**config.mk**
```make
export PLATFORM = sky130hd
export DESIGN_NAME = logic_unit_pipe
export DESIGN_NICKNAME = d
export VERILOG_FILES = /design/src/rtl/logic_unit_pipe.sv
export SDC_FILE = /design/constraint.sdc
export NUM_CORES = 1
export LEC_CHECK = 0
export ABC_CLOCK_PERIOD_IN_PS = 2200
export CAP_MARGIN = 30
export CORE_MARGIN = 2
export CORE_UTILIZATION = 55
export CTS_CLUSTER_SIZE = 16
export DETAILED_ROUTE_END_ITERATION = 16
export GPL_ROUTABILITY_DRIVEN = 0
export HOLD_SLACK_MARGIN = 0.1
export PLACE_DENSITY_LB_ADDON = 0.2
export SLEW_MARGIN = 5
export SYNTH_ARGS = -nofsm -noshare
export SYNTH_HDL_FRONTEND = slang
export SYNTH_SLANG_ARGS = --single-unit
export TNS_END_PERCENT = 1
```
**constraint.sdc**
```tcl
create_clock -name clk -period 2.2 [get_ports clk]
set_input_delay 0.44 -clock clk [delete_from_list [all_inputs] [get_ports clk]]
set_output_delay 0.44 -clock clk [all_outputs]
set_load 0.1 [all_outputs]
```
**src/rtl/logic_unit_pipe.sv**
```systemverilog
`default_nettype none
// +--------------------------------------------------------------------------+
// | Module      : logic_unit_pipe                                             |
// | Description : Three-way elastic join (lhs, rhs, opcode) feeding a         |
// |               bitwise AND/OR/XOR/XNOR unit, followed by NUM_STAGES        |
// |               elastic register stages with a combinational ready chain.   |
// |               Full throughput, configurable latency, absorbs backpressure.|
// | Revision    : 1.0 - initial release                                       |
// +--------------------------------------------------------------------------+
// | Ports                                                                     |
// |   clk                         : clock, rising edge                        |
// |   rst                         : asynchronous reset, active low            |
// |   lhs / lhs_valid / lhs_ready : left operand channel                      |
// |   rhs / rhs_valid / rhs_ready : right operand channel                     |
// |   op  / op_valid  / op_ready  : opcode channel (00 AND, 01 OR,            |
// |                                 10 XOR, 11 XNOR)                          |
// |   result / result_valid /     : output channel driven by the last stage   |
// |   result_ready                                                            |
// |   in_flight                   : number of occupied stages                 |
// +--------------------------------------------------------------------------+
module logic_unit_pipe #(
    parameter int DATA_WIDTH = 32,
    parameter int NUM_STAGES = 2
) (
    input  logic                              clk,
    input  logic                              rst,
    input  logic [DATA_WIDTH-1:0]             lhs,
    input  logic                              lhs_valid,
    output logic                              lhs_ready,
    input  logic [DATA_WIDTH-1:0]             rhs,
    input  logic                              rhs_valid,
    output logic                              rhs_ready,
    input  logic [1:0]                        op,
    input  logic                              op_valid,
    output logic                              op_ready,
    output logic [DATA_WIDTH-1:0]             result,
    output logic                              result_valid,
    input  logic                              result_ready,
    output logic [$clog2(NUM_STAGES+1)-1:0]   in_flight
);

    localparam int                 c_cnt_w   = $clog2(NUM_STAGES + 1);
    localparam logic [c_cnt_w-1:0] c_cnt_one = c_cnt_w'(1);

    localparam logic [1:0] c_op_and  = 2'b00;
    localparam logic [1:0] c_op_or   = 2'b01;
    localparam logic [1:0] c_op_xor  = 2'b10;

    logic [NUM_STAGES-1:0]  r_v;
    logic [DATA_WIDTH-1:0]  r_d [NUM_STAGES];
    logic [c_cnt_w-1:0]     r_cnt;

    logic [NUM_STAGES:0]    w_adv;
    logic                   w_fire;
    logic                   w_out_hs;
    logic [DATA_WIDTH-1:0]  w_calc;

    // Ready chain: a stage may advance if it is empty or the stage after it
    // advances. Evaluated back-to-front through a scalar carry so every bit of
    // w_adv is written exactly once without reading itself.
    always_comb begin : p_adv
        logic v_chain;
        v_chain            = result_ready;
        w_adv              = '0;
        w_adv[NUM_STAGES]  = result_ready;
        for (int i = NUM_STAGES - 1; i >= 0; i--) begin
            v_chain  = ~r_v[i] | v_chain;
            w_adv[i] = v_chain;
        end
    end

    // Each ready depends only on the other two valids, so no channel sees a
    // combinational path from its own valid to its own ready.
    assign w_fire    = lhs_valid & rhs_valid & op_valid & w_adv[0];
    assign lhs_ready = rhs_valid & op_valid  & w_adv[0];
    assign rhs_ready = lhs_valid & op_valid  & w_adv[0];
    assign op_ready  = lhs_valid & rhs_valid & w_adv[0];

    always_comb begin : p_calc
        w_calc = '0;
        case (op)
            c_op_and: w_calc = lhs & rhs;
            c_op_or:  w_calc = lhs | rhs;
            c_op_xor: w_calc = lhs ^ rhs;
            default:  w_calc = ~(lhs ^ rhs);
        endcase
    end

    // Stage registers. Data only loads alongside a valid token so empty
    // stages keep their contents, and a stalled last stage holds result.
    always_ff @(posedge clk or negedge rst) begin : p_stages
        if (!rst) begin
            r_v <= '0;
            for (int i = 0; i < NUM_STAGES; i++) begin
                r_d[i] <= '0;
            end
        end else begin
            if (w_adv[0]) begin
                r_v[0] <= w_fire;
                if (w_fire) begin
                    r_d[0] <= w_calc;
                end
            end
            for (int i = 1; i < NUM_STAGES; i++) begin
                if (w_adv[i]) begin
                    r_v[i] <= r_v[i-1];
                    if (r_v[i-1]) begin
                        r_d[i] <= r_d[i-1];
                    end
                end
            end
        end
    end

    assign w_out_hs = r_v[NUM_STAGES-1] & result_ready;

    // Occupancy: a simultaneous fire and drain leave the count unchanged.
    always_ff @(posedge clk or negedge rst) begin : p_cnt
        if (!rst) begin
            r_cnt <= '0;
        end else if (w_fire && !w_out_hs) begin
            r_cnt <= r_cnt + c_cnt_one;
        end else if (w_out_hs && !w_fire) begin
            r_cnt <= r_cnt - c_cnt_one;
        end
    end

    assign result       = r_d[NUM_STAGES-1];
    assign result_valid = r_v[NUM_STAGES-1];
    assign in_flight    = r_cnt;

endmodule
`default_nettype wire

```
==> summary.txt, run 1 <==
CTS
  – Clk root buf: clkbuf_8
  – Clk sinks: 68
  – Worst skew pair latency: 0.34 ns
  – H-tree Lvls: 3
  – CTS tree: done
  – Post-CTS setup buffer count: 0
  – Longest Clk Path Bufs: 2
  – Cts hold-fix bufs: 0
  – Number of CTS-inserted buffers: 9
  – Post-cts resize count: 0
  – Clock-pin slew on the worst setup and hold paths: 0.08 ns

Die
  – Initial Utilization: 0.5637
  – Die height: 98.31 um
  – Core area: 8678 um^2
  – Site row count: 34
  – Die X: 98.31 um
  – Num ports: 110
  – Die ar.: 9665 um^2

Drt
  – Routed WL per cell: 14.44 um
  – Routed vias/inst: 5.286
  – Antenna Violating Nets Remaining: 0
  – Drt drc: 0
  – DR vias: 3605
  – Initial drt markers: 102
  – Routed WL: 9849 um
  – First-pass DRT Iterations: 4

Synthesis
  – Synth Flop Type: dfrtp_1
  – FF+latch count, synth: 68
  – Synth async-reset ratio: 1.000
  – Syn_area_per_cell: 9.688 um^2
  – Yosys cell types: 32
  – Synth warnings: 0
  – Post-synth design cell area: 4892 um^2
  – Gate Count Post-Synth: 505
  – Count leader, synth: dfrtp_1
  – Synth area leaders: dfrtp_1, ha_1, mux2_2
  – Synth top area share: 0.3478
  – Number of synthesized flops with an enable pin: 0
  – Syn_nets: 642
  – Synth cell count leaders: dfrtp_1, ha_1, inv_1
  – Seq/Total Area, Yosys: 0.3478
  – Synth area leader: dfrtp_1

Pwr
  – Power per cell area: 1010 nW/um^2
  – Post-layout power: 5.952 mW
  – Lkg Pwr: 2.965 nW
  – Peak supply drop: 0.5638 mV

Global routing
  – Vias in the first global route: 3752
  – Total GRT Usage: 0.2046
  – Global route overflow: 0
  – First-pass GRT wire length: 16160 um
  – Pin count of the biggest net entering global routing: 97
  – Initial antenna violation count: 0

Timing
  – Final min period: 2.018 ns
  – Slew headroom: 0.6978
  – Hold Violations, Final: 0
  – Measured slew at the worst slew-check pin: 0.4532 ns
  – Final hold slack: 0.08267 ns
  – Worst Clk Skew: 0.01344 ns
  – Pins Over Slew Limit: 0
  – Final setup TNS: 0 ns
  – Final Setup Violations: 0
  – Fmax: 495.5 MHz
  – RSZ-0062 raised after global routing: no
  – Fin crit share: 0.9174

Final layout
  – Area delta synth->final: 20.41%
  – Antenna cells: 0
  – Fillers: 712
  – NumNets Final: 708
  – Layout cells sized above 1: 0.1690

Critical path
  – Critical path's largest stage delay: 0.53 ns
  – Critical Path AT: 1.58 ns
  – Crit path capture: op_ready
  – Crit path kind: in -> out
  – Reg2reg path depth: 4
  – Reg2reg start: r_v[1]$_DFFE_PN0P_
  – FF-to-FF End: result[7]$_DFFE_PN0P_
  – Crit path launch type: input port
  – Crit-path cells: clkdlybuf4s50_1 -> nand3b_4 -> and3_1 -> buf_12
  – Critical-path maximum fanout: 5
  – CP startpoint: result_ready
  – WP data required: 1.76 ns
  – CP max stage cell: clkdlybuf4s50_1
  – CP Capture Type: output pin
  – Worst R2R Setup Slack: 0.79 ns

Placement
  – Post-DP HPWL: 6748 um
  – Port Buffers: 109

Job
  – Max cap viols: 0

Status
  – Status: finished clean

Worst hold path
  – Hold Crit Class: in -> async
[metrics by stage]
stage | worst slack (ns) | instance area (um^2) | utilization | cells
finish | 0.1817 | 5891 | 0.6788 | 682
global route | 0.1505 | 5891 | 0.6788 | 682
CTS | 0.1781 | 5891 | 0.6788 | 682
detailed placement | 0.1946 | 5723 | 0.6595 | 668
global placement | 0.2167 | 5723 | 0.6595 | 668
floorplan | 0.1326 | 4895 | - | 505
[flip-flops by register name (all words and copies together) (netlist names)]
name	flops
in_flight	2
r_d	32
r_v	2
result	32
[cell usage in the layout (no fill, tap or decap)]
cell / n
a31oi_1: 28
and2_1: 3
clkbuf_8: 11
clkinvlp_4: 1
mux2_2: 29
mux2_1: 3
inv_2: 1
nor2_1: 29
and3_1: 3
and2_0: 1
dfrtp_1: 67
nand3b_4: 1
nand2_1: 30
nor2b_1: 8
nand3_1: 1
a211o_1: 28
xor2_1: 30
inv_1: 64
clkdlybuf4s50_1: 68
nand2_2: 1
a21oi_1: 28
clkinv_2: 1
buf_2: 2
and3b_1: 1
o21ai_0: 4
buf_12: 8
buf_4: 39
clkbuf_1: 1
and3_2: 1
xnor2_1: 5
ha_1: 65
o31ai_1: 4
nor3_1: 4
dfrtp_2: 1
nand2b_1: 2
nand2_4: 1
[worst max-delay path: cells and delay by family]
| kind | cells | cell delay (ns) |
|---|---|---|
| AND/OR/NAND/NOR | 2 | 0.42 |
| buffers and inverters | 2 | 0.72 |
[layout make-up]
class / count / area, um^2 / area share
multi-input cells: 310 / 2497 / 0.4240
flip-flops and latches: 68 / 1703 / 0.2891
repair buffers: 117 / 1144 / 0.1941
inverters: 65 / 244.0 / 0.04142
clock buffers: 12 / 155.1 / 0.02634
well taps: 108 / 135.1 / 0.02294
clock inverters: 2 / 12.51 / 0.002124
[report_power, final]
| part | switching [mW] | internal [mW] |
|---|---|---|
| sequential | 0.226 | 1.62 |
| clock | 0.439 | 0.457 |
| combinational | 2.38 | 0.836 |
| total | 3.04 | 2.91 |
[routing by layer]
| metal | share of wire | track usage |
|---|---|---|
| met1 | 0.43 | 0.2330 |
| met2 | 0.51 | 0.3757 |
| met3 | 0.045 | 0.04080 |
| met4 | 0.019 | 0.07798 |
| met5 | 0 | 0 |
[kinds of logic after synthesis]
family	count (synthesis)	synth area share
simple gates	86	0.08286
buf+inv	127	0.1419
compound gates	92	0.1248
mux	32	0.07366
xor+xnor	35	0.06266
flops	68	0.3478
fa+ha+maj	65	0.1662
[how the worst min path moves through the flow]
stage | end | cells past startpoint | from
floorplan | in_flight[0]$_DFFE_PN0P_ | 0 | rst
global placement | result[10]$_DFFE_PN0P_ | 1 | r_d[42]$_DFFE_PN0P_
detailed placement | in_flight[1]$_DFFE_PN0P_ | 1 | in_flight[1]$_DFFE_PN0P_
CTS | in_flight[0]$_DFFE_PN0P_ | 2 | rst
global route | in_flight[0]$_DFFE_PN0P_ | 2 | rst
finish | r_v[0]$_DFFE_PN0N_ | 2 | rst
(Power assumes the default switching activity.)
==> inputs of run 2 (changes only) <==
Settings changed: ABC_CLOCK_PERIOD_IN_PS 2200 to 1700, CAP_MARGIN 30 to 15, CORE_UTILIZATION 55 to 47.
Clock period 2.2 ns to 1.7 ns, I/O delays scaled along.
==> run 2 against run 1 <==
Against the previous run: worst setup slack worse by 0.14 ns; via count increased by 1.4%; flip-flop and latch count did not move; register-to-register slack worse by 0.57 ns; critical path type unchanged; critical endpoint unchanged; cell area is 11% higher; non-clock buffer count up 11.
==> summary.txt, run 2 (synthesis gave the netlist of run 1 again) <==
Pwr
  – Clock power frac: 0.153
  – Switching share of power: 0.4615
  – Flop pwr share: 0.288
  – Switching Power: 4.125 mW
  – Post-layout power: 8.939 mW
  – Logic gate share of total power: 0.559
  – Lkg Pwr: 3.206 nW
  – Peak supply drop: 1.055 mV
  – Internal power: 4.814 mW
  – Power per cell area: 1370 nW/um^2

CTS
  – Worst skew pair latency: 0.33 ns
  – Clock-pin slew on the worst setup and hold paths: 0.07 ns
  – Longest Clk Path Bufs: 2
  – CTS tree: done
  – Number of CTS-inserted buffers: 9
  – Clk sinks: 68
  – Clk root buf: clkbuf_8
  – H-tree Lvls: 3

Global routing
  – Initial antenna violation count: 0
  – Layer with the highest usage: met2
  – Global route overflow: 0
  – Pin count of the biggest net entering global routing: 69
  – Total GRT Usage: 0.1884
  – First-pass GRT wire length: 16970 um
  – GR met1 Demand/Resource: 0.2405
  – Vias in the first global route: 3590
  – GR Layer Usage met2: 0.3263
  – M3 GR Usage: 0.02820

Critical path
  – Critical-path maximum fanout: 3
  – CP max stage cell: clkdlybuf4s50_1
  – Worst path bufs/invs: 3
  – Critical Path AT: 1.32 ns
  – Crit path kind: in -> out
  – Crit-path cells: clkdlybuf4s50_1 -> buf_4 -> and3_4 -> buf_12
  – Critical path's largest stage delay: 0.48 ns
  – WP data required: 1.36 ns
  – Crit path launch type: input port
  – Crit-path leading delay family: buffers and inverters
  – CP Capture Type: output pin

Timing
  – Fin crit share: 0.9747
  – Measured slew at the worst slew-check pin: 0.4706 ns
  – Hold Violations, Final: 0
  – Worst Clk Skew: 0.01280 ns
  – Final min period: 1.657 ns
  – Pins Over Slew Limit: 0
  – Final setup TNS: 0 ns
  – Final Setup Violations: 0
  – Slew headroom: 0.6863
  – Fmax: 603.5 MHz
  – RSZ-0062 raised after global routing: no

Final layout
  – Layout cells sized above 1: 0.1874
  – Area delta synth->final: 33.40%
  – Commonest cells after routing, fill and taps aside: clkdlybuf4s50_1, dfrtp_1, ha_1
  – Fin area: 6526 um^2
  – Commonest non-fill, non-tap cell in the layout: clkdlybuf4s50_1
  – Non-filler cells, final: 723
  – NumNets Final: 719
  – Antenna cells: 0

Drt
  – Routed vias/inst: 5.054
  – Initial drt markers: 149
  – Antenna Violating Nets Remaining: 0
  – DR vias: 3654
  – First-pass DRT Iterations: 4
  – Routed WL: 10140 um
  – Routed WL per cell: 14.02 um
  – Drt drc: 0

Job
  – Max cap viols: 0

Die
  – Num ports: 110
  – Initial Utilization: 0.4782
  – Core area: 10230 um^2
  – Die X: 106.0 um
  – Die height: 106.0 um
  – Site row count: 37
  – Die ar.: 11240 um^2

Placement
  – DP Area: 6294 um^2
  – Inst Count DP: 705
  – Port Buffers: 109
  – Post-DP HPWL: 7160 um

Worst hold path
  – Hold Crit Class: in -> reg

Status
  – Status: finished clean
## run 2: power groups by stage
stage | logic [mW] | clock network, mW | registers, mW
4_1_cts | 5.02 | 1.40 | 2.59
6_report | 4.99 | 1.37 | 2.57
3_5_place_dp | 5.02 | 0 | 2.61
3_3_place_gp | 4.96 | 0 | 2.59
5_1_grt | 5.19 | 1.48 | 2.63
2_1_floorplan | 3.53 | 0 | 2.50
## run 2: worst register-to-register path: cells and delay by family (launching register included)
family        cells  cell delay (ns)
xor+xnor          1             0.14
flops             1             0.45
buf+inv           2             0.20
fa+ha+maj         1             0.31
simple gates      3             0.31
## run 2: routing by layer
metal  wire length (um)  up-vias
li1                   -     1787
met1               4444     1752
met2               5057       99
met3                472       16
met4                163        0
met5                  0        -
## run 2: layout make-up
class	count	area [um^2]
inverters	65	244.0
fillers	833	3705
well taps	136	170.2
clock inverters	1	30.03
clock buffers	15	176.4
multi-input cells	310	2511
repair buffers	128	1690
flip-flops and latches	68	1704
## run 2: worst paths after layout
| kind | from | to | slack (ns) | cells past startpoint |
|---|---|---|---|---|
| setup reg to reg | r_v[1]$_DFFE_PN0P_ | in_flight[1]$_DFFE_PN0P_ | 0.22 | 7 |
| max in group asynchronous | rst | r_d[49]$_DFFE_PN0P_ | 0.85 | 3 |
| hold reg to reg | r_d[42]$_DFFE_PN0P_ | result[10]$_DFFE_PN0P_ | 0.49 | 1 |
| hold / removal | op[1] | r_d[34]$_DFFE_PN0P_ | 0.48 | 3 |
| setup / recovery | lhs_valid | op_ready | 0.04 | 4 |
| min in group asynchronous | rst | result[21]$_DFFE_PN0P_ | 0.54 | 3 |
## run 2: metrics by stage
stage	util	setup slack (ns)	hold WS, ns
final	0.6379	0.04309	0.4844
after global routing	0.6379	0.004054	0.5085
after CTS	0.6374	0.04134	0.4778
after detailed placement	0.6151	-0.1218	0.3851
after global placement	0.6151	-0.1040	0.3885
after floorplan	-	-0.2488	0.04441
## run 2: repair_timing
action                                  in CTS  in global routing
gates resized for setup                      2                  2
endpoints found under the hold margin       68                  0
setup buffers                                1                  0
endpoints found under the setup margin       3                  1
pin swaps                                    0                  0
hold buffers                                 1                  0
==> inputs of run 3 (changes only) <==
Settings changed: SETUP_SLACK_MARGIN from default to 0.5.
==> run 3 against run 2 <==
Against the previous run: clock power is 14% higher; register-to-register slack worse by 0.10 ns; global-route usage is 0.64 points lower; critical path depth stayed put; via count is 1.3% lower; critical endpoint is now lhs_ready.
==> summary.txt, run 3 (synthesis gave the netlist of run 1 again) <==
Timing
  – Pins Over Slew Limit: 0
  – Fmax: 609.3 MHz
  – Worst Clk Skew: 0.006453 ns
  – Final hold slack: 0.4375 ns
  – Slew headroom: 0.6834
  – Fin crit share: 0.9654
  – Measured slew at the worst slew-check pin: 0.4749 ns
  – Final min period: 1.641 ns
  – Hold Violations, Final: 0
  – Final setup TNS: 0 ns
  – Final Setup Violations: 0
  – RSZ-0062 raised after global routing: yes

Critical path
  – CP Capture Type: output pin
  – Critical-path maximum fanout: 3
  – Worst R2R Setup Slack: 0.12 ns
  – Crit path kind: in -> out
  – Critical Path AT: 1.30 ns
  – WP data required: 1.36 ns
  – Crit path launch type: input port

Pwr
  – Lkg Pwr: 3.224 nW
  – Power per cell area: 1392 nW/um^2
  – Peak supply drop: 0.8212 mV
  – Post-layout power: 9.139 mW

Drt
  – Met3 wire length: 469 um
  – First-pass DRT Iterations: 4
  – Initial drt markers: 119
  – Antenna Violating Nets Remaining: 0
  – Routed WL per cell: 13.74 um
  – DR vias: 3606
  – Drt drc: 0
  – Highest layer used for signal routing: met4
  – Met1 WL: 4378 um
  – DR WL met2: 4909 um
  – Routed vias/inst: 4.988
  – Routed WL: 9932 um

Global routing
  – Total GRT Usage: 0.1820
  – Global route overflow: 0
  – Initial antenna violation count: 0
  – First-pass GRT wire length: 16450 um
  – Pin count of the biggest net entering global routing: 61
  – Vias in the first global route: 3589

Placement
  – DP Area: 6297 um^2
  – Post-DP HPWL: 7345 um
  – Port Buffers: 109

Final layout
  – Fillers: 824
  – NumNets Final: 719
  – Antenna cells: 0
  – Layout cells sized above 1: 0.1891
  – Core Util, Final: 0.6418
  – Commonest cells after routing, fill and taps aside: dfrtp_1, clkdlybuf4s50_1, inv_1, ha_1, buf_12
  – Fin area: 6566 um^2
  – Area delta synth->final: 34.22%
  – Commonest non-fill, non-tap cell in the layout: dfrtp_1

Worst hold path
  – Hold Crit Class: in -> reg

Status
  – Status: finished clean

CTS
  – Clk root buf: clkbuf_8
  – Longest Clk Path Bufs: 2
  – Number of CTS-inserted buffers: 9
  – Clk sinks: 68
  – Clock-pin slew on the worst setup and hold paths: 0.07 ns
  – Worst skew pair latency: 0.33 ns
  – H-tree Lvls: 3
  – CTS tree: done

Die
  – Initial Utilization: 0.4782
  – Die height: 106.0 um
  – Die X: 106.0 um
  – Site row count: 37
  – Core area: 10230 um^2
  – Die ar.: 11240 um^2
  – Num ports: 110

Job
  – Max cap viols: 0
[run 3: final timing paths]
check,depth (start not counted),to,start
min in group asynchronous,2,r_d[53]$_DFFE_PN0P_,rst
min,3,r_d[35]$_DFFE_PN0P_,op[1]
max reg2reg,9,in_flight[1]$_DFFE_PN0P_,r_v[0]$_DFFE_PN0N_
max in group asynchronous,3,r_d[50]$_DFFE_PN0P_,rst
max,4,lhs_ready,rhs_valid
min reg2reg,1,result[9]$_DFFE_PN0P_,r_d[41]$_DFFE_PN0P_
[run 3: area by class of cell]
type	instances	area, um^2	share of cell area
Multi-Input combinational cell	310	2524	0.3843
Inverter	65	244.0	0.03716
Tap cell	136	170.2	0.02591
Clock buffer	11	131.4	0.02001
Clock inverter	5	100.1	0.01524
Timing Repair Buffer	128	1692	0.2576
Sequential cell	68	1705	0.2597
[run 3: repair_timing]
item                                   in CTS  in global routing
pin swaps                                   2                  0
hold buffers                                1                  0
setup buffers                               3                  0
setup endpoints to repair                 105                105
gates resized for setup                     4                  0
endpoints found under the hold margin      35                  0
[run 3: routing by layer]
layer | GRT usage | vias up
met4 | 0.06485 | 0
li1 | - | 1788
met5 | 0 | -
met2 | 0.3194 | 90
met1 | 0.2268 | 1714
met3 | 0.02882 | 14
[run 3: where the power goes]
group	total, mW	internal (mW)	switching, mW
clock	1.56	0.971	0.588
combinational	5.00	1.92	3.08
sequential	2.58	2.09	0.486
total	9.14	4.99	4.15
[run 3: stage by stage]
| stage | std cells | setup WS, ns |
|---|---|---|
| 4_1_cts | 723 | 0.05415 |
| 5_1_grt | 723 | 0.01709 |
| 3_5_place_dp | 703 | -0.1290 |
| 6_report | 723 | 0.05876 |
| 3_3_place_gp | 703 | -0.09879 |
| 2_1_floorplan | 505 | 0.02030 |
[run 3: critical path, stage by stage]
cell and delay, ns:
clkdlybuf4s50_1 0.48, buf_4 0.12, and3_4 0.19, buf_12 0.17
